==> src/rtl/hq_pkg.sv <==
// Shared definitions for the complex coefficient-matrix MAC: default sizing,
// FSM state encoding and width helpers.
package hq_pkg;

    localparam int W_DEF    = 16;
    localparam int FRAC_DEF = 8;
    localparam int N_DEF    = 4;
    localparam int M_DEF    = 2;

    typedef enum logic [1:0] {
        ST_IDLE  = 2'd0,
        ST_RUN   = 2'd1,
        ST_DRAIN = 2'd2
    } state_e;

    // Accumulator width: one W-bit product per row, plus headroom for N adds and sign.
    function automatic int acc_width(input int w, input int n);
        return w + $clog2(n) + 1;
    endfunction

    // Index width that never collapses to zero bits for a size of one.
    function automatic int idx_width(input int n);
        return (n > 1) ? $clog2(n) : 1;
    endfunction

endpackage

==> src/rtl/hq_cmat_mac_cmult.sv <==
// Registered complex multiplier: full 2W+1 precision product, arithmetic
// shift right by FRAC (floor), optional conjugation of the a operand.
module cmult_q #(
    parameter int W    = 16,
    parameter int FRAC = 8,
    parameter int OW   = 19
) (
    input  logic                 clk,
    input  logic                 rst,
    input  logic                 vld_i,
    input  logic                 conj_i,
    input  logic [W-1:0]         a_r_i,
    input  logic [W-1:0]         a_i_i,
    input  logic [W-1:0]         b_r_i,
    input  logic [W-1:0]         b_i_i,
    output logic                 vld_o,
    output logic signed [OW-1:0] p_r_o,
    output logic signed [OW-1:0] p_i_o
);

    localparam int PW = 2 * W + 1;

    logic signed [PW-1:0] ar_s, ai_s, br_s, bi_s;
    logic signed [PW-1:0] rr_s, ii_s, ri_s, ir_s;
    logic signed [PW-1:0] re_s, im_s;

    assign ar_s = {{(W+1){a_r_i[W-1]}}, a_r_i};
    assign ai_s = {{(W+1){a_i_i[W-1]}}, a_i_i};
    assign br_s = {{(W+1){b_r_i[W-1]}}, b_r_i};
    assign bi_s = {{(W+1){b_i_i[W-1]}}, b_i_i};

    assign rr_s = ar_s * br_s;
    assign ii_s = ai_s * bi_s;
    assign ri_s = ar_s * bi_s;
    assign ir_s = ai_s * br_s;

    // Combine partial products; conjugating a flips the sign of its imaginary part.
    always_comb begin
        re_s = '0;
        im_s = '0;
        if (conj_i) begin
            re_s = rr_s + ii_s;
            im_s = ri_s - ir_s;
        end else begin
            re_s = rr_s - ii_s;
            im_s = ri_s + ir_s;
        end
    end

    // Mult stage register: scaled product and its valid flag.
    always_ff @(posedge clk or posedge rst) begin
        if (rst) begin
            vld_o <= 1'b0;
            p_r_o <= '0;
            p_i_o <= '0;
        end else begin
            vld_o <= vld_i;
            if (vld_i) begin
                p_r_o <= OW'(re_s >>> FRAC);
                p_i_o <= OW'(im_s >>> FRAC);
            end else begin
                p_r_o <= p_r_o;
                p_i_o <= p_i_o;
            end
        end
    end

endmodule

==> src/rtl/hq_cmat_mac.sv <==
// Complex vector-by-matrix MAC: y[m] = sum_k h[k]*A[k][m], one product per
// cycle, per-column accumulators, saturated registered outputs.
module hq_cmat_mac
    import hq_pkg::*;
#(
    parameter int W    = W_DEF,
    parameter int FRAC = FRAC_DEF,
    parameter int N    = N_DEF,
    parameter int M    = M_DEF
) (
    input  logic                     clk,
    input  logic                     rst,
    input  logic                     start,
    input  logic                     conj_en,
    input  logic [N*W-1:0]           h_r,
    input  logic [N*W-1:0]           h_i,
    input  logic                     coef_we,
    input  logic [$clog2(N*M)-1:0]   coef_addr,
    input  logic [W-1:0]             coef_r,
    input  logic [W-1:0]             coef_i,
    output logic [M*W-1:0]           out_r,
    output logic [M*W-1:0]           out_i,
    output logic                     busy,
    output logic                     out_valid,
    output logic                     sat
);

    localparam int AW    = $clog2(N*M);
    localparam int KW    = idx_width(N);
    localparam int MW    = idx_width(M);
    localparam int ACC_W = acc_width(W, N);
    localparam logic [AW-1:0] LAST_IDX = AW'(N*M-1);
    localparam logic [KW-1:0] LAST_K   = KW'(N-1);
    localparam logic signed [ACC_W-1:0] SAT_MAX = {{(ACC_W-W+1){1'b0}}, {(W-1){1'b1}}};
    localparam logic signed [ACC_W-1:0] SAT_MIN = ~SAT_MAX;

    state_e              state_q;
    logic                busy_q, out_valid_q, sat_q, drain_q, conj_q;
    logic [M*W-1:0]      out_r_q, out_i_q, out_r_d, out_i_d;
    logic                sat_any_d;
    logic [N*W-1:0]      h_r_q, h_i_q;
    logic [AW-1:0]       idx_q;
    logic [KW-1:0]       k_q, tag_k_q;
    logic [MW-1:0]       m_q, tag_m_q;
    logic [W-1:0]        coef_r_q [N*M];
    logic [W-1:0]        coef_i_q [N*M];
    logic                pend_q;
    logic [AW-1:0]       pend_addr_q;
    logic [W-1:0]        pend_r_q, pend_i_q;
    logic signed [ACC_W-1:0] acc_r_q [M];
    logic signed [ACC_W-1:0] acc_i_q [M];

    logic                    start_acc_s, coef_ok_s, finish_s, iss_vld_s, p_vld_s;
    logic signed [ACC_W-1:0] p_r_s, p_i_s;

    assign start_acc_s = start && (state_q == ST_IDLE) && !busy_q;
    assign coef_ok_s   = coef_we && !busy_q;
    assign finish_s    = (state_q == ST_DRAIN) && drain_q;
    assign iss_vld_s   = (state_q == ST_RUN);

    assign out_r     = out_r_q;
    assign out_i     = out_i_q;
    assign busy      = busy_q;
    assign out_valid = out_valid_q;
    assign sat       = sat_q;

    cmult_q #(
        .W    (W),
        .FRAC (FRAC),
        .OW   (ACC_W)
    ) u_cmult (
        .clk    (clk),
        .rst    (rst),
        .vld_i  (iss_vld_s),
        .conj_i (conj_q),
        .a_r_i  (h_r_q[k_q*W +: W]),
        .a_i_i  (h_i_q[k_q*W +: W]),
        .b_r_i  (coef_r_q[idx_q]),
        .b_i_i  (coef_i_q[idx_q]),
        .vld_o  (p_vld_s),
        .p_r_o  (p_r_s),
        .p_i_o  (p_i_s)
    );

    // Coefficient RAM; a write coinciding with start is parked until the run ends.
    always_ff @(posedge clk or posedge rst) begin
        if (rst) begin
            for (int i = 0; i < N*M; i++) begin
                coef_r_q[i] <= '0;
                coef_i_q[i] <= '0;
            end
            pend_q      <= 1'b0;
            pend_addr_q <= '0;
            pend_r_q    <= '0;
            pend_i_q    <= '0;
        end else if (coef_ok_s && start_acc_s) begin
            pend_q      <= 1'b1;
            pend_addr_q <= coef_addr;
            pend_r_q    <= coef_r;
            pend_i_q    <= coef_i;
        end else if (coef_ok_s) begin
            coef_r_q[coef_addr] <= coef_r;
            coef_i_q[coef_addr] <= coef_i;
        end else if (finish_s && pend_q) begin
            coef_r_q[pend_addr_q] <= pend_r_q;
            coef_i_q[pend_addr_q] <= pend_i_q;
            pend_q                <= 1'b0;
        end else begin
            pend_q <= pend_q;
        end
    end

    // Tags follow each issued product into the mult stage.
    always_ff @(posedge clk or posedge rst) begin
        if (rst) begin
            tag_k_q <= '0;
            tag_m_q <= '0;
        end else if (iss_vld_s) begin
            tag_k_q <= k_q;
            tag_m_q <= m_q;
        end else begin
            tag_k_q <= tag_k_q;
            tag_m_q <= tag_m_q;
        end
    end

    // Column accumulators: restart on k=0, otherwise add the registered product.
    always_ff @(posedge clk or posedge rst) begin
        if (rst) begin
            for (int i = 0; i < M; i++) begin
                acc_r_q[i] <= '0;
                acc_i_q[i] <= '0;
            end
        end else if (p_vld_s) begin
            if (tag_k_q == KW'(0)) begin
                acc_r_q[tag_m_q] <= p_r_s;
                acc_i_q[tag_m_q] <= p_i_s;
            end else begin
                acc_r_q[tag_m_q] <= acc_r_q[tag_m_q] + p_r_s;
                acc_i_q[tag_m_q] <= acc_i_q[tag_m_q] + p_i_s;
            end
        end
    end

    // Clamp every finished column sum to the W-bit range and flag any clamp.
    always_comb begin
        out_r_d   = '0;
        out_i_d   = '0;
        sat_any_d = 1'b0;
        for (int i = 0; i < M; i++) begin
            if (acc_r_q[i] > SAT_MAX) begin
                out_r_d[i*W +: W] = SAT_MAX[W-1:0];
                sat_any_d         = 1'b1;
            end else if (acc_r_q[i] < SAT_MIN) begin
                out_r_d[i*W +: W] = SAT_MIN[W-1:0];
                sat_any_d         = 1'b1;
            end else begin
                out_r_d[i*W +: W] = acc_r_q[i][W-1:0];
            end
            if (acc_i_q[i] > SAT_MAX) begin
                out_i_d[i*W +: W] = SAT_MAX[W-1:0];
                sat_any_d         = 1'b1;
            end else if (acc_i_q[i] < SAT_MIN) begin
                out_i_d[i*W +: W] = SAT_MIN[W-1:0];
                sat_any_d         = 1'b1;
            end else begin
                out_i_d[i*W +: W] = acc_i_q[i][W-1:0];
            end
        end
    end

    // Run control FSM with registered busy/out_valid/sat and result outputs.
    always_ff @(posedge clk or posedge rst) begin
        if (rst) begin
            state_q     <= ST_IDLE;
            busy_q      <= 1'b0;
            out_valid_q <= 1'b0;
            sat_q       <= 1'b0;
            drain_q     <= 1'b0;
            conj_q      <= 1'b0;
            out_r_q     <= '0;
            out_i_q     <= '0;
            h_r_q       <= '0;
            h_i_q       <= '0;
            idx_q       <= '0;
            k_q         <= '0;
            m_q         <= '0;
        end else begin
            out_valid_q <= 1'b0;
            case (state_q)
                ST_IDLE: begin
                    if (start_acc_s) begin
                        state_q <= ST_RUN;
                        busy_q  <= 1'b1;
                        sat_q   <= 1'b0;
                        h_r_q   <= h_r;
                        h_i_q   <= h_i;
                        conj_q  <= conj_en;
                        idx_q   <= '0;
                        k_q     <= '0;
                        m_q     <= '0;
                    end else if (out_valid_q) begin
                        busy_q <= 1'b0;
                    end else begin
                        busy_q <= busy_q;
                    end
                end
                ST_RUN: begin
                    if (idx_q == LAST_IDX) begin
                        state_q <= ST_DRAIN;
                        drain_q <= 1'b0;
                    end else begin
                        idx_q <= idx_q + AW'(1);
                        if (k_q == LAST_K) begin
                            k_q <= '0;
                            m_q <= m_q + MW'(1);
                        end else begin
                            k_q <= k_q + KW'(1);
                        end
                    end
                end
                ST_DRAIN: begin
                    // First drain cycle lets the last product land in its accumulator.
                    if (drain_q) begin
                        state_q     <= ST_IDLE;
                        drain_q     <= 1'b0;
                        out_valid_q <= 1'b1;
                        out_r_q     <= out_r_d;
                        out_i_q     <= out_i_d;
                        sat_q       <= sat_any_d;
                    end else begin
                        drain_q <= 1'b1;
                    end
                end
                default: begin
                    state_q <= ST_IDLE;
                    busy_q  <= 1'b0;
                end
            endcase
        end
    end

endmodule

==> config.mk <==
export PLATFORM = sky130hd
export DESIGN_NAME = hq_cmat_mac
export DESIGN_NICKNAME = d
export VERILOG_FILES = /design/src/rtl/hq_pkg.sv /design/src/rtl/hq_cmat_mac_cmult.sv /design/src/rtl/hq_cmat_mac.sv
export SDC_FILE = /design/constraint.sdc
export NUM_CORES = 2
export LEC_CHECK = 0
export CAP_MARGIN = 20
export CORE_MARGIN = 4
export CORE_UTILIZATION = 59
export DETAILED_ROUTE_END_ITERATION = 8
export PLACE_DENSITY = 0.76
export SYNTH_ARGS = -nofsm -noshare
export SYNTH_HDL_FRONTEND = slang
export SYNTH_SLANG_ARGS = --single-unit
==> constraint.sdc <==
create_clock -name clk -period 59.6 [get_ports clk]
set_input_delay 8.94 -clock clk [delete_from_list [all_inputs] [get_ports clk]]
set_output_delay 8.94 -clock clk [all_outputs]
set_load 0.02 [all_outputs]
==> impl_metrics.json <==
{
  "status": "completed",
  "cts_setup_buffers": 0,
  "cp_data_required_time_ps": 60250,
  "synth_enable_flop_cells": 0,
  "maxSlewViolCount": 0,
  "vias": 52200,
  "async_reset_ff_share_pct": 100,
  "rsz0062_at_grt": "no",
  "rows": 123,
  "critPathLaunch": "rst",
  "cp_cell_sequence": "clkdlybuf4s50_1 > inv_8 > buf_4 > buf_4 > buf_4 > buf_4 > buf_4",
  "area.growth.synth_to_final_pct": 9.51,
  "grt_max_degree": 130,
  "final_cell_mix": "nand2_1 (1178), inv_1 (1051), fa_1 (878)",
  "die_area_um2": 119000,
  "initial_core_util_pct": 59.4,
  "wire_per_inst_um": 21.6,
  "die_y_um": 344,
  "io_pins": 235,
  "worstSetupEndpoint": "u_cmult.p_i_o[2]$_DFFE_PP0P_",
  "routed_wl_um": 190000,
  "core_region_area_um2": 112000,
  "cts_tree": "yes",
  "hold_class": "reg -> reg",
  "setup_viol": 0,
  "finalSetupTns_ps": 0,
  "cts_sinks": 615,
  "crit_buf_inv": 7,
  "max_freq_mhz": 72.8,
  "hold_viol_final": 0,
  "track_usage_pct": 32.8,
  "cpPeakStageDelay_ps": 860,
  "grt_pass1_wl_um": 303000,
  "worstMarginPinSlew_ps": 1240,
  "final_nets": 8654,
  "drt_iter0_drc": 4739,
  "cp_top_family": "buffers and inverters",
  "cp-end-kind": "asynchronous set/reset pin",
  "ant_nets": 0,
  "reg2reg_to": "u_cmult.p_i_o[18]$_DFFE_PP0P_",
  "antenna_found_initial": 5,
  "slew_headroom_pct": 17.2,
  "final_common_cell": "nand2_1",
  "grt-ovfl-total": 0,
  "postCtsHoldBufs": 0,
  "critPathMaxFanout": 129,
  "reg2reg_depth": 34,
  "worst-setup-path-type": "in -> async",
  "finClkSkew_ps": 52.4,
  "cts_resized": 0,
  "drive_above_1_share_pct": 9.19,
  "start_kind": "input pin",
  "worstReg2RegStart": "idx_q[0]$_DFFE_PP0P_",
  "cp.depth": 7,
  "min_period_ps": 13730,
  "gp_congestion": 0.921,
  "dr.pass1.iters": 5,
  "fp.dieW_um": 344,
  "ys_seq_area_share_pct": 23.1,
  "numPortBuffers": 234,
  "h-tree-depth": 3,
  "ys.flop_type": "dfrtp_1",
  "synth_fp_nets": 8596,
  "crit_top_cell": "buf_4",
  "syn_area_um2": 66700,
  "clk_latency_ps": 670,
  "cap_violations": 0,
  "ys_types": 78,
  "syn_inst": 7151,
  "yosysWarnings": 0,
  "final.period_utilization_pct": 23.0,
  "reg2reg_slack_ps": 47740,
  "syn_area_per_cell_um2": 9.33,
  "cp_slowest_cell": "buf_4",
  "clk_pin_slew_ps": 60,
  "crit_arrival_ps": 14390,
  "cts_root_buffer": "clkbuf_16",
  "vias_per_cell": 5.95,
  "clk_path_buf_depth": 3,
  "ys_seq_elements": 615,
  "drc": 0,
  "grt_pass1_vias": 54900,
  "cts_buffers": 69,
  "dpl.hpwl_um": 142000
}
cell families (layout without fill, tap and decap cells):
kind of cell    Yosys count  count (layout)  share of synthesized area [%]
xor+xnor                276             276                           3.62
mux                     436             436                           8.38
other cells               0               5                              0
fa+ha+maj              1277            1277                           33.8
compound gates         1155            1155                           11.1
buf+inv                1436            1545                           8.10
simple gates           1956            1956                           11.9
flops                   615             615                           23.1
state kept, by name, indices dropped and copies added, names as in the netlist, 19 cells and up:
name	flops
acc_i_q	38
acc_r_q	38
coef_i_q	128
coef_r_q	128
h_i_q	64
h_r_q	64
out_i	32
out_r	32
u_cmult.p_i_o	19
u_cmult.p_r_o	19
worst min-delay path: cells and delay by family, from the launching register on:
family        cells  cell delay (ps)
flops             1              340
simple gates      2              100
cell type report:
cell class	count	area (um2)
clock buffers	103	2060
multi-input cells	5100	46100
well taps	1500	1880
flip-flops and latches	615	15400
repair buffers	368	3350
clock inverters	19	270
inverters	1055	3970
fillers	8973	39300
diodes	5	12.5
Yosys cell counts, drive strengths merged, types with 24 or more instances:
| master | n | area, um2 |
|---|---|---|
| mux2 | 300 | 3380 |
| ha | 399 | 4990 |
| inv | 1053 | 3950 |
| xor2 | 65 | 569 |
| mux4 | 68 | 1530 |
| xnor2 | 211 | 1850 |
| mux2i | 68 | 681 |
| nor3 | 32 | 160 |
| fa | 878 | 17600 |
| nand2b | 27 | 169 |
| o21ai | 510 | 2550 |
| buf | 33 | 135 |
| nor2 | 519 | 1950 |
| nor2b | 27 | 169 |
| a32oi | 24 | 210 |
| nand3 | 31 | 155 |
| a21oi | 165 | 833 |
| clkbuf | 348 | 1310 |
| dfrtp | 615 | 15400 |
| nand2 | 1181 | 4430 |
| a21o | 58 | 435 |
| o21a | 46 | 345 |
| and2 | 68 | 425 |
| o22a | 228 | 2000 |
metal layers:
metal	global-route usage [%]	part of all wire [%]	vias up
li1	-	-	23000
met1	41.1	37	26100
met2	53.8	47	2472
met3	6.35	9.3	602
met4	18.2	7.0	0
met5	0	0	-
through the flow:
stage | utilization (%) | hold slack (ps) | worst slack [ps] | area, um2 | instances
2_1_floorplan | - | 445 | 33440 | 66700 | 7151
3_3_place_gp | 63.0 | 448 | 45070 | 70700 | 8637
3_5_place_dp | 63.0 | 455 | 44940 | 70700 | 8637
4_1_cts | 65.0 | 467 | 45630 | 73000 | 8759
5_1_grt | 65.0 | 480 | 45030 | 73100 | 8762
6_report | 65.0 | 463 | 45870 | 73100 | 8765
worst min path at each step:
stage | start | to | slack [ps] | depth (start not counted)
after floorplan | coef_i_q[17]$_DFFE_PP0P_ | coef_i_q[17]$_DFFE_PP0P_ | 440 | 2
after global placement | out_i[30]$_DFFE_PP0P_ | out_i[30]$_DFFE_PP0P_ | 450 | 2
after detailed placement | out_r[19]$_DFFE_PP0P_ | out_r[19]$_DFFE_PP0P_ | 450 | 2
after CTS | out_r[19]$_DFFE_PP0P_ | out_r[19]$_DFFE_PP0P_ | 470 | 2
after global routing | out_r[23]$_DFFE_PP0P_ | out_r[23]$_DFFE_PP0P_ | 480 | 2
final | out_r[19]$_DFFE_PP0P_ | out_r[19]$_DFFE_PP0P_ | 460 | 2
Power is not shown: default switching activity piles up to over one toggle a cycle in this logic, so the estimate is an artifact.
